### src/rtl/fetch_stage.sv
// ---------------------------------------------------------------------------
// fetch_stage
//
// Instruction fetch stage of the Zeptron pipeline. It owns the fetch PC,
// issues word requests to instruction memory over a req/gnt + rvalid protocol,
// and collects the returned words in a small prefetch FIFO. Each FIFO entry
// holds the instruction together with its PC. Decode pops entries with a
// valid/ready handshake. A redirect from branch/jump resolution has three
// effects: it flushes the FIFO, it marks every in-flight response for discard,
// and it restarts fetch at the new PC.
//
// Parameters
//   RESET_PC     first fetch address after reset (low two bits ignored)
//   DEPTH        prefetch FIFO entries; a power of 2, at least 2
//
// Ports
//   clk          clock; all state changes on the rising edge
//   rst_n        asynchronous active-low reset
//   imem_req     out  fetch request valid
//   imem_addr    out  word address of the request ([1:0] always 0)
//   imem_gnt     in   request accepted this cycle (ignored while imem_req=0)
//   imem_rvalid  in   response valid; responses come back in request order
//   imem_rdata   in   response instruction word
//   redirect     in   pipeline redirect (taken branch, jal, jalr)
//   redirect_pc  in   new fetch PC ([1:0] forced to 0)
//   d_valid      out  d_instr/d_pc valid toward decode
//   d_ready      in   decode accepts the head entry this cycle
//   d_instr      out  instruction word at the FIFO head
//   d_pc         out  PC of d_instr
// ---------------------------------------------------------------------------
module fetch_stage #(
    parameter logic [31:0] RESET_PC = 32'h0000_0000,
    parameter int unsigned DEPTH    = 4
) (
    input  logic        clk,
    input  logic        rst_n,
    output logic        imem_req,
    output logic [31:0] imem_addr,
    input  logic        imem_gnt,
    input  logic        imem_rvalid,
    input  logic [31:0] imem_rdata,
    input  logic        redirect,
    input  logic [31:0] redirect_pc,
    output logic        d_valid,
    input  logic        d_ready,
    output logic [31:0] d_instr,
    output logic [31:0] d_pc
);

    localparam int unsigned PTR_W = $clog2(DEPTH);
    localparam int unsigned CNT_W = PTR_W + 1;

    // One extra bit so that count + outstanding (each at most DEPTH) cannot
    // wrap before it is compared against DEPTH.
    localparam logic [CNT_W:0] DEPTH_C    = (CNT_W + 1)'(DEPTH);
    localparam logic [31:0]    RESET_PC_A = RESET_PC & ~32'h3;

    // -----------------------------------------------------------------------
    // State
    // -----------------------------------------------------------------------
    // run_q is clear during reset and sets on the first clock edge after
    // release. Requests are gated with it, so imem_req is held low throughout
    // reset. It also drops immediately when reset is reasserted.
    logic              run_q,         run_d;
    logic [31:0]       fetch_pc_q,    fetch_pc_d;
    logic [31:0]       resp_pc_q,     resp_pc_d;
    logic [CNT_W-1:0]  outstanding_q, outstanding_d;
    logic [CNT_W-1:0]  discard_q,     discard_d;
    logic [CNT_W-1:0]  count_q,       count_d;
    logic [PTR_W-1:0]  rd_ptr_q,      rd_ptr_d;
    logic [PTR_W-1:0]  wr_ptr_q,      wr_ptr_d;
    logic [31:0]       mem_instr_q [DEPTH];
    logic [31:0]       mem_instr_d [DEPTH];
    logic [31:0]       mem_pc_q    [DEPTH];
    logic [31:0]       mem_pc_d    [DEPTH];

    // -----------------------------------------------------------------------
    // Handshake decode
    // -----------------------------------------------------------------------
    logic [CNT_W:0] credit_used;
    logic           grant;
    logic           pop;
    logic           push;
    logic           drop;
    logic [31:0]    redirect_pc_a;

    // Credit uses registered counts only. A pop in this cycle frees its slot
    // for issue from the next cycle onward. Because of this, a push always
    // has a free slot, even when it lands in the same cycle as a pop on a
    // full FIFO.
    assign credit_used   = {1'b0, count_q} + {1'b0, outstanding_q};
    assign imem_req      = run_q && !redirect && (credit_used < DEPTH_C);
    assign imem_addr     = fetch_pc_q;
    assign grant         = imem_req && imem_gnt;

    assign d_valid       = (count_q != '0) && !redirect;
    assign d_instr       = mem_instr_q[rd_ptr_q];
    assign d_pc          = mem_pc_q[rd_ptr_q];
    assign pop           = d_valid && d_ready;

    // A response arriving in a redirect cycle is dropped outright. It is
    // already excluded from the discard count computed for the next state.
    assign drop          = imem_rvalid && !redirect && (discard_q != '0);
    assign push          = imem_rvalid && !redirect && (discard_q == '0);

    assign redirect_pc_a = redirect_pc & ~32'h3;

    // -----------------------------------------------------------------------
    // Next-state logic
    // -----------------------------------------------------------------------
    always_comb begin
        // NOTE: every *_d gets its hold value first, so no path through this
        // block leaves a variable unassigned and no latch is inferred.
        run_d         = 1'b1;
        fetch_pc_d    = fetch_pc_q;
        resp_pc_d     = resp_pc_q;
        outstanding_d = outstanding_q;
        discard_d     = discard_q;
        count_d       = count_q;
        rd_ptr_d      = rd_ptr_q;
        wr_ptr_d      = wr_ptr_q;
        mem_instr_d   = mem_instr_q;
        mem_pc_d      = mem_pc_q;

        if (redirect) begin
            // Redirect wins over everything. Nothing is granted or popped
            // this cycle. Every response still owed by memory becomes stale.
            fetch_pc_d    = redirect_pc_a;
            resp_pc_d     = redirect_pc_a;
            outstanding_d = outstanding_q - CNT_W'(imem_rvalid);
            discard_d     = outstanding_d;
            count_d       = '0;
            rd_ptr_d      = '0;
            wr_ptr_d      = '0;
        end else begin
            if (grant) begin
                fetch_pc_d = fetch_pc_q + 32'd4;
            end

            // A grant and a response in the same cycle cancel out.
            outstanding_d = outstanding_q + CNT_W'(grant) - CNT_W'(imem_rvalid);

            if (drop) begin
                discard_d = discard_q - CNT_W'(1);
            end

            if (push) begin
                mem_instr_d[wr_ptr_q] = imem_rdata;
                mem_pc_d[wr_ptr_q]    = resp_pc_q;
                wr_ptr_d              = wr_ptr_q + PTR_W'(1);
                resp_pc_d             = resp_pc_q + 32'd4;
            end

            if (pop) begin
                rd_ptr_d = rd_ptr_q + PTR_W'(1);
            end

            count_d = count_q + CNT_W'(push) - CNT_W'(pop);
        end
    end

    // -----------------------------------------------------------------------
    // State registers
    // -----------------------------------------------------------------------
    always_ff @(posedge clk or negedge rst_n) begin
        if (!rst_n) begin
            // NOTE: non-blocking assignments here. Every flop then samples the
            // pre-edge values, whatever order the statements appear in.
            run_q         <= 1'b0;
            fetch_pc_q    <= RESET_PC_A;
            resp_pc_q     <= RESET_PC_A;
            outstanding_q <= '0;
            discard_q     <= '0;
            count_q       <= '0;
            rd_ptr_q      <= '0;
            wr_ptr_q      <= '0;
            // NOTE: the FIFO storage is reset along with the control state.
            // d_instr and d_pc are then defined as zero out of reset, not X.
            mem_instr_q   <= '{default: '0};
            mem_pc_q      <= '{default: '0};
        end else begin
            run_q         <= run_d;
            fetch_pc_q    <= fetch_pc_d;
            resp_pc_q     <= resp_pc_d;
            outstanding_q <= outstanding_d;
            discard_q     <= discard_d;
            count_q       <= count_d;
            rd_ptr_q      <= rd_ptr_d;
            wr_ptr_q      <= wr_ptr_d;
            mem_instr_q   <= mem_instr_d;
            mem_pc_q      <= mem_pc_d;
        end
    end

endmodule

### config.mk
export PLATFORM = sky130hd
export DESIGN_NAME = fetch_stage
export DESIGN_NICKNAME = d
export VERILOG_FILES = /design/src/rtl/fetch_stage.sv
export SDC_FILE = /design/constraint.sdc
export NUM_CORES = 1
export LEC_CHECK = 0
export BUFFER_PORTS_ARGS = -buffer_cell sky130_fd_sc_hd__buf_2
export CELL_PAD_IN_SITES_DETAIL_PLACEMENT = 0
export CELL_PAD_IN_SITES_GLOBAL_PLACEMENT = 1
export CORE_ASPECT_RATIO = 0.5
export CORE_MARGIN = 2
export CORE_UTILIZATION = 54
export CTS_BUF_LIST = sky130_fd_sc_hd__clkbuf_8
export DETAILED_ROUTE_END_ITERATION = 8
export GPL_ROUTABILITY_DRIVEN = 0
export PLACE_DENSITY_LB_ADDON = 0.1
export SETUP_SLACK_MARGIN = 0.1
export SLEW_MARGIN = 20
export SYNTH_ARGS = -nofsm -noshare
export SYNTH_HDL_FRONTEND = slang
export SYNTH_SLANG_ARGS = --single-unit
export TNS_END_PERCENT = 10
### constraint.sdc
create_clock -name clk -period 4.7 [get_ports clk]
set_clock_uncertainty 0.2 [all_clocks]
set_input_delay 1.175 -clock clk [delete_from_list [all_inputs] [get_ports clk]]
set_output_delay 1.175 -clock clk [all_outputs]
set_load 0.005 [all_outputs]
After elaboration in Yosys (flattened, before gate mapping)
Cells that the tools add are included.
{"block": "totals", "ff_bits": 334, "input_bits": 70}
{"block": "op_classes", "addsub": 11, "order_cmp": 4, "n_mux": 22, "n_bitwise": 3, "reduce_logical": 18}
{"op": "32-bit 2-to-1 mux", "n": 9}
{"op": "128-bit bitwise mux", "n": 2}
{"op": "32-bit binary-select mux with 2-bit select", "n": 2}
{"op": "32-bit by 3-bit adder with 32-bit output, second input constant", "n": 2}
{"op": "32-bit demux with 2-bit select", "n": 1}
{"op": "3-bit 2-to-1 mux", "n": 4}
{"op": "1-bit logical AND", "n": 9}
{"op": "3-bit by 1-bit subtractor with 3-bit output", "n": 3}
{"op": "2-bit 2-to-1 mux", "n": 4}
{"op": "2-bit nonzero test", "n": 4}
{"op": "3-bit by 1-bit adder with 3-bit output", "n": 2}
{"op": "3-bit greater-or-equal comparator, second input constant", "n": 2}
{"op": "2-bit NOT with 3-bit output", "n": 2}
{"op": "3-bit nonzero test", "n": 2}
{"op": "2-bit by 1-bit adder with 2-bit output, second input constant", "n": 2}
{"op": "3-bit by 3-bit adder with 4-bit output", "n": 1}
{"op": "4-bit by 3-bit < comparator with 1-bit output, second input constant", "n": 1}
{"op": "3-bit logical NOT", "n": 1}
{"op": "3-bit by 1-bit < comparator with 1-bit output, second input constant", "n": 1}
{"op": "3-bit by 1-bit subtractor with 3-bit output, second input constant", "n": 1}
{"op": "2-bit AND reduction", "n": 1}
{"op": "1-bit logical NOT", "n": 1}
{"op": "1-bit NOT", "n": 1}

Logic depth before layout (Yosys ltp)
Gate-level depths: netlist of run 1.
{"block": "logic_depth", "depth_word": 7, "ltp_mapped": 14, "depth_no_buf": 12}

Worst setup path after synthesis of run 1
No wires, ideal clock.
{"block": "synth_path", "kind": "in2reg", "from": "input port redirect", "to": "register outstanding_q[2]", "setup_time_ns": 0.079, "t_arrival_ns": 3.220, "required_ns": 4.421, "slack_ns": 1.201, "stages": 13, "n_path_buf": 3, "path_cell_list": "inv_2 > and4_1 > buf_4 > inv_2 > buf_2 > buf_2 > ha_1 > inv_1 > ha_1 > fa_1 > xor2_1 > o21ai_0 > xor2_1"}
{"block": "synth_between", "elab_chain_len": 7}
{"element": "from (decl)", "line": "42", "source": "input logic redirect,"}
{"element": "1-bit logical NOT", "line": "92", "source": "assign imem_req = run_q && !redirect && (credit_used < DEPTH_C);"}
{"element": "1-bit logical AND (2 in series)", "line": "92"}
{"element": "1-bit logical AND", "line": "94", "source": "assign grant = imem_req && imem_gnt;"}
{"element": "3-bit by 1-bit adder with 3-bit output", "line": "141", "source": "outstanding_d = outstanding_q + CNT_W'(grant) - CNT_W'(imem_rvalid);"}
{"element": "3-bit by 1-bit subtractor with 3-bit output", "line": "141"}
{"element": "3-bit 2-to-1 mux (*)", "line": "125", "source": "if (redirect) begin"}
{"element": "named net outstanding_d[2]", "line": "67", "source": "logic [CNT_W-1:0] outstanding_q, outstanding_d;"}
{"element": "to (signal assigned)", "line": "185", "source": "outstanding_q <= outstanding_d;"}
{"element": "to (decl)", "line": "67"}
The timed path passes the listed nets; every way through them passes the cells marked *.
A chain may end at the register's enable or synchronous reset.

Final worst setup path of run 1
{"block": "layout_path", "from": "register rd_ptr_q[0]", "to": "output port d_instr[25]"}
{"block": "layout_between", "elab_chain_len": 4}
{"element": "from (decl)", "line": "70", "source": "logic [PTR_W-1:0] rd_ptr_q, rd_ptr_d;"}
{"element": "from (signal assigned)", "line": "188", "source": "rd_ptr_q <= rd_ptr_d;"}
{"element": "2-bit NOT with 3-bit output (not written as such)", "line": "97", "source": "assign d_instr = mem_instr_q[rd_ptr_q];"}
{"element": "32-bit binary-select mux with 2-bit select", "line": "97"}
{"element": "32-bit 2-to-1 mux (not written as such) (2 in series)", "line": "97"}
{"element": "to (decl)", "line": "46", "source": "output logic [31:0] d_instr,"}
No other way between the ends. The select of a mux whose other input is x is not followed.

==> results of run 1 <==
path summary, 6_finish.rpt:
kind                                               end                        from  slack (ns)
setup reg to reg            outstanding_q[2]$_DFF_PN0_  outstanding_q[2]$_DFF_PN0_        1.37
min in group asynchronous  mem_instr_q[23]$_DFFE_PN0P_                       rst_n        0.41
hold reg to reg               mem_pc_q[43]$_DFFE_PN0P_    mem_pc_q[43]$_DFFE_PN0P_        0.28
max in group asynchronous  mem_instr_q[36]$_DFFE_PN0P_                       rst_n        2.69
setup / recovery                           d_instr[25]     rd_ptr_q[0]$_DFFE_PN0P_        0.85
hold / removal                mem_pc_q[43]$_DFFE_PN0P_    mem_pc_q[43]$_DFFE_PN0P_        0.28
Yosys cell counts (all sizes together), types with 2 or more instances:
cell	n	area share (%)
clkbuf	32	0.80
xnor2	17	1.0
and4	8	0.47
or4	5	0.25
o211ai	9	0.45
dfrtp	322	54
buf	34	1.2
a21boi	4	0.20
nand4	22	1.0
nor4	3	0.23
mux2	253	19
nand2b	3	0.13
mux4	62	9.4
nor3	10	0.41
ha	16	1.3
a21oi	9	0.30
a31oi	11	0.46
xor2	26	1.5
nand2	54	1.4
or3	3	0.13
nor2	27	0.68
mux2i	3	0.20
and2	7	0.29
nand3	39	1.3
o311ai	9	0.53
fa	2	0.27
and3	7	0.29
conb	2	0.050
inv	20	0.50
o21ai	38	1.3
flip-flops by register name, summed over array words and instances (netlist names), 3 cells and up:
register       count
outstanding_q      3
mem_instr_q      128
resp_pc_q         30
count_q            3
mem_pc_q         120
imem_addr         30
discard_q          3
worst max-delay path, delay by kind of cell, from the launching register on:
kind | cells | cell delay [ns]
buffers and inverters | 2 | 0.59
DFF | 1 | 0.72
muxes | 1 | 0.56
logic make-up (layout without fill, tap and decap cells):
family / count (synthesis) / count (layout)
adders and majority gates: 18 / 18
other: 2 / 6
xor gates and xnor gates: 43 / 43
AOI/OAI and AO/OA: 87 / 87
and+or+nand+nor: 195 / 195
DFF: 322 / 322
buffers and inverters: 86 / 276
muxes: 318 / 318
per-stage QoR:
stage	power, mW	instances
2_1_floorplan	5.036	1074
3_3_place_gp	5.804	1538
3_5_place_dp	5.907	1538
4_1_cts	8.090	1616
5_1_grt	8.462	1616
6_report	7.970	1617
per-layer routing:
| metal | track usage, % | vias up |
|---|---|---|
| li1 | - | 4279 |
| met4 | 5.430 | 0 |
| met1 | 33.58 | 4893 |
| met5 | 0 | - |
| met3 | 4.940 | 43 |
| met2 | 39.63 | 194 |
cells in the final DEF, fill, tap and decap left out, drive strengths merged, types with 2 or more instances in the layout:
cell,synthesis,layout
a21boi,4,4
a21oi,9,9
a31oi,11,11
and2,7,7
and3,7,7
and4,8,8
buf,34,178
clkbuf,32,58
clkinv,0,2
conb,2,5
dfrtp,322,322
fa,2,2
ha,16,16
inv,20,38
mux2,253,253
mux2i,3,3
mux4,62,62
nand2,54,54
nand2b,3,3
nand3,39,39
nand4,22,22
nor2,27,27
nor3,10,10
nor4,3,3
o211ai,9,9
o21ai,38,38
o311ai,9,9
or3,3,3
or4,5,5
xnor2,17,17
xor2,26,26
power by group:
| part | switching, mW | internal (mW) |
|---|---|---|
| Combinational | 0.882 | 1.24 |
| Clock | 1.05 | 1.10 |
| Sequential | 0.394 | 3.30 |
final cells by class:
| type | count | area [µm²] | area share, % |
|---|---|---|---|
| sequential | 322 | 8063 | 47.40 |
| multi-input combinational | 666 | 6518 | 38.32 |
| timing repair buffer | 178 | 1031 | 6.061 |
| clock buffer | 58 | 798.3 | 4.693 |
| tap | 352 | 440.4 | 2.589 |
| clock inverter | 20 | 82.58 | 0.4855 |
| inverter | 20 | 75.07 | 0.4413 |
| antenna | 1 | 2.502 | 0.01471 |
==> impl_metrics.toml, run 1 <==
[cells_and_area]
fillerInstances = 2141
drive_gt1_share_pct = 45.02
syn2layout_area_growth_pct = 13.96
nets = 1322
postLayoutCellArea_mm2 = 0.01701
final_core_util_pct = 63.47

[detailed_routing]
dr_wl_met2_mm = 16.13
drt-initial-drc-count = 566
wl_met3_mm = 1.521
drc = 0
viasPerCell = 5.819
first_pass_iters = 5
vias = 9409
drt-total-wl_mm = 33.59
topRoutingLayerUsed = "met4"
wl_per_cell_um = 20.77
wl_met1_mm = 15.46
ant_nets = 0

[grt]
grt_pass1_vias = 9959
grt_usage_pct = 24.09
antenna_found_initial = 0
grt_max_degree = 107
grt_pass1_wl_mm = 53.87
grt.overflow.total = 0

[yosys]
ys_seq_area_share_pct = 53.98
synth_top_family_by_area = "multiplexers"
netlist_instances = 1071
synth_edf_count = 0
synth_area_mm2 = 0.01493
synth-simple-area-share_pct = 7.091
synth_compound_area_share_pct = 3.604
synth_seq_cells = 322
yosys_most_used_dff = "dfrtp_1"
async_reset_ff_share_pct = 100.0
yosys-mux-area-fraction_pct = 28.64
synthAdderAreaFrac_pct = 1.609
synth_xor_area_share_pct = 2.523
synth_cell_types = 51
yosys_warnings = 0
syn_avg_cell_area_um2 = 13.94

[worst_setup_path]
r2r_cells = 12
required_ns = 3.32
crit_type = "reg -> out"
cp_max_fo = 20
startpoint_type = "flop"
max_stage_delay_ns = 0.72
path_cells = "buf_4, mux4_2, buf_2"
worstPathArrival_ns = 2.47
worstSetupEndpointType = "output port"
critPathSlowestCell = "dfrtp_4"

[clocking]
cts_tree = "done"
cts.htree.levels = 2
clock_path_buffers = 3
ctsResizeCount = 0
cts_buffers = 46
ctsHoldBuffers = 0
cts.sinks = 322
post-cts-setup-buffers = 0
cts-root-buf = "clkbuf_8"
clk_latency_ns = 0.58
clk_pin_slew_ns = 0.07

[sta]
finalCritPeriodShare_pct = 81.82
setup_tns_ns = 0
worst_pin_slew_ns = 0.8806
max_freq_mhz = 260.1
whs_ns = 0.2801
setup_violations = 0
fin_crit_ns = 3.845
maxSlewViolCount = 0
setup_slack_ns = 0.8546
grt_setup_unrepaired = "no"
relSlewSlack_pct = 41.08
hold_viol = 0

[floorplanning]
dieArea_mm2 = 0.02907
initial_utilization_pct = 55.70
ios = 168
core_mm2 = 0.02680
rows = 42
die_y_um = 121.6
die_w_um = 239.1

[job]
maxCapViolCount = 0

[place]
dpl_cell_area_mm2 = 0.01613
dp_slack_ns = 0.8706
port_buffers = 161
hpwlAfterDp_mm = 21.80

[power_and_ir_drop]
power.density_mw_per_mm2 = 468.5
vdd_ir_drop_max_mv = 0.1991
total_leakage_power_nw = 8.159

[hold_path]
holdPathStages = 2
hold_class = "reg -> reg"

[run_status]
status = "completed"
Note: power is estimated with default switching activity, not from simulation.
==> run 2, diff against run 1 <==
--- a/config.mk
+++ b/config.mk
@@ -5,12 +5,13 @@
 export SDC_FILE = /design/constraint.sdc
 export NUM_CORES = 1
 export LEC_CHECK = 0
+export ABC_AREA = 1
 export BUFFER_PORTS_ARGS = -buffer_cell sky130_fd_sc_hd__buf_2
 export CELL_PAD_IN_SITES_DETAIL_PLACEMENT = 0
 export CELL_PAD_IN_SITES_GLOBAL_PLACEMENT = 1
 export CORE_ASPECT_RATIO = 0.5
 export CORE_MARGIN = 2
-export CORE_UTILIZATION = 54
+export CORE_UTILIZATION = 41
 export CTS_BUF_LIST = sky130_fd_sc_hd__clkbuf_8
 export DETAILED_ROUTE_END_ITERATION = 8
 export GPL_ROUTABILITY_DRIVEN = 0
==> constraint.sdc (replaced) <==
create_clock -name clk -period 3.36 [get_ports clk]
set_clock_uncertainty 0.2 [all_clocks]
set_input_delay 0.84 -clock clk [delete_from_list [all_inputs] [get_ports clk]]
set_output_delay 0.84 -clock clk [all_outputs]
set_load 0.005 [all_outputs]
==> run 2 against run 1 <==
Compared with the run above:
- final area up 5.4%
- clock power up 51%
- largest power group unchanged
- clock-buffer cell count down 1
- power up 56%
- critical path type unchanged
- register-to-register slack worse by 0.75 ns
- sequential power up 43%
- sequential share of layout area down 2.4 points
- wire length up 30%
- critical path depth up 2
==> impl_metrics.toml, run 2 <==
[sta]
worst_pin_slew_ns = 0.7038
finalCritPeriodShare_pct = 93.95
grt_setup_unrepaired = "yes"
maxSlewViolCount = 0
hold_viol = 0
setup_violations = 0
relSlewSlack_pct = 53.08
fin_crit_ns = 3.157
max_freq_mhz = 316.8
setup_tns_ns = 0

[clocking]
cts_buffers = 49
clk_latency_ns = 0.60
cts.sinks = 322
cts_tree = "done"
cts-root-buf = "clkbuf_8"
clock_path_buffers = 3
clk_pin_slew_ns = 0.07
cts.htree.levels = 2

[cells_and_area]
syn2layout_area_growth_pct = 15.24
fillerInstances = 3871
reg.largest.list = "mem_instr_q: 128 flops, mem_pc_q: 120 flops"
final_core_util_pct = 47.92
largest_reg_flops = 128
top_register = "mem_instr_q"
layout_common_cells = "nand2_1, o21ai_0, dfrtp_1, nor2_1, buf_2"
drive_gt1_share_pct = 13.90
mostFrequentLayoutCell = "nand2_1"
nets = 2174

[power_and_ir_drop]
power.density_mw_per_mm2 = 694.0
total_leakage_power_nw = 8.906
vdd_ir_drop_max_mv = 0.4117

[job]
maxCapViolCount = 0

[yosys]
synth_xor_area_share_pct = 1.182
yosysMostFrequentCell = "nand2_1"
synth_seq_cells = 322
synthAdderAreaFrac_pct = 1.544
synth_compound_area_share_pct = 17.91
synth_cell_types = 42
synth.top_cells.by_count = "nand2_1, o21ai_0, dfrtp_1"
yosys_most_used_dff = "dfrtp_1"
netlist.area_leader.share_pct = 51.79
yosysTopAreaCell = "dfrtp_1"
synth_top_family_by_area = "simple AND/OR/NAND/NOR gates"
yosys_warnings = 0
syn_avg_cell_area_um2 = 7.999
synth_area_leaders = "dfrtp_1, o21ai_0, nand2_1, nor2_1, inv_1"
ys_seq_area_share_pct = 51.79
synth-simple-area-share_pct = 20.59
synth_area_mm2 = 0.01556
netlist_instances = 1945
async_reset_ff_share_pct = 100.0
synth_edf_count = 0
yosys-mux-area-fraction_pct = 0

[floorplanning]
core_mm2 = 0.03741
die_y_um = 141.7
initial_utilization_pct = 41.59
rows = 50
die_w_um = 279.5
dieArea_mm2 = 0.03961
ios = 168

[worst_setup_path]
required_ns = 2.32
path_cells = "inv_2, buf_12, o21ai_0, o22ai_1, buf_2"
worstSetupEndpointType = "output port"
crit_type = "reg -> out"
critPathSlowestCell = "dfrtp_4"
max_stage_delay_ns = 0.61
worstPathArrival_ns = 2.12
startpoint_type = "flop"
cp_max_fo = 28

[grt]
grt_pass1_vias = 12937
grt_max_degree = 79
grt_pass1_wl_mm = 70.83
gr-usage-met2_pct = 35.47
global_route.usage.met1_pct = 32.87
antenna_found_initial = 0
grt_usage_pct = 22.53
grt_most_used_layer = "met2"
use_met3_pct = 3.639
grt.overflow.total = 0

[detailed_routing]
viasPerCell = 5.024
first_pass_iters = 5
drt-initial-drc-count = 793
drt-total-wl_mm = 43.56
vias = 13159
drc = 0
ant_nets = 0
wl_per_cell_um = 16.63

[run_status]
status = "completed"

[place]
hpwlAfterDp_mm = 28.30
port_buffers = 161

[hold_path]
hold_class = "reg -> reg"
run 2: cell count changes in the layout (fill, tap and decap cells not counted), moves of 11 or more:
cell	before	now
o22ai_1	0	61
mux2_2	253	0
buf_4	10	24
xnor2_1	17	2
nand2_1	50	494
o21ai_0	38	415
nand4_1	20	8
nor2_1	27	207
mux4_2	62	0
inv_1	35	159
a21oi_1	9	20
nand3_1	38	57
run 2: cell type report:
type / instances / area, µm² / share of cell area, %
repair buffers: 199 / 1265 / 7.056
diodes: 2 / 5.005 / 0.02792
flip-flops and latches: 322 / 8065 / 44.99
clock buffers: 57 / 784.5 / 4.376
clock inverters: 31 / 167.7 / 0.9352
multi-input cells: 1369 / 6459 / 36.02
inverters: 145 / 564.3 / 3.147
well taps: 494 / 618.1 / 3.448
run 2: timing repair:
item	4_1_cts	5_1_grt
endpoints found under the setup margin	55	3
resized for setup	5	1
buffers inserted	3	0
hold buffers	1	0
pin swaps	0	0
hold endpoints to repair	25	0
run 2: final timing paths:
check,from,endpoint,slack (ns),cells past startpoint
min in group asynchronous,rst_n,mem_instr_q[104]$_DFFE_PN0P_,0.58,2
max in group asynchronous,rst_n,rd_ptr_q[0]$_DFFE_PN0P_,1.54,3
worst min register to register,mem_pc_q[91]$_DFFE_PN0P_,mem_pc_q[91]$_DFFE_PN0P_,0.28,2
worst min-delay path,mem_pc_q[91]$_DFFE_PN0P_,mem_pc_q[91]$_DFFE_PN0P_,0.28,2
worst max register to register,outstanding_q[2]$_DFF_PN0_,outstanding_q[2]$_DFF_PN0_,0.62,12
worst max-delay path,rd_ptr_q[1]$_DFFE_PN0P_,d_pc[16],0.20,5
run 2: through the flow:
stage | power (mW) | hold WS, ns | area [µm²] | std cells | worst slack [ns]
final | 12.44 | 0.2792 | 17930 | 2619 | 0.2033
after detailed placement | 9.267 | 0.2675 | 16910 | 2525 | 0.4130
after global placement | 9.230 | 0.2595 | 16910 | 2525 | 0.4177
after global routing | 13.44 | 0.2808 | 17920 | 2617 | 0.06511
after CTS | 12.62 | 0.2605 | 17920 | 2617 | 0.1202
after floorplan | 7.583 | 0.2478 | 15570 | 1948 | 0.2078
run 2: power by group:
part | leakage, nW | switching (mW) | internal (mW)
clock network | 0.563 | 1.62 | 1.63
registers | 4.26 | 0.561 | 4.72
logic | 4.08 | 2.32 | 1.60
total | 8.91 | 4.50 | 7.94
run 2: critical path: cells and delay by family (launching register included):
| kind | cells | cell delay (ns) |
|---|---|---|
| AOI/OAI and AO/OA | 2 | 0.35 |
| buffers and inverters | 3 | 0.53 |
| DFF | 1 | 0.61 |
run 2: cell families (layout without fill, tap and decap cells):
group                    after synthesis  in the layout
buffers and inverters                257            432
flip-flops                           322            322
AND/OR/NAND/NOR                      796            796
XOR/XNOR                              21             21
other                                  2              7
adder cells (fa/ha/maj)               18             18
AO/OA/AOI/OAI                        529            529
run 2: layer usage:
layer	wire [µm]	vias to the layer above
met5	0	-
met4	642	0
met3	1762	54
met2	19440	206
met1	21710	6244
li1	-	6655
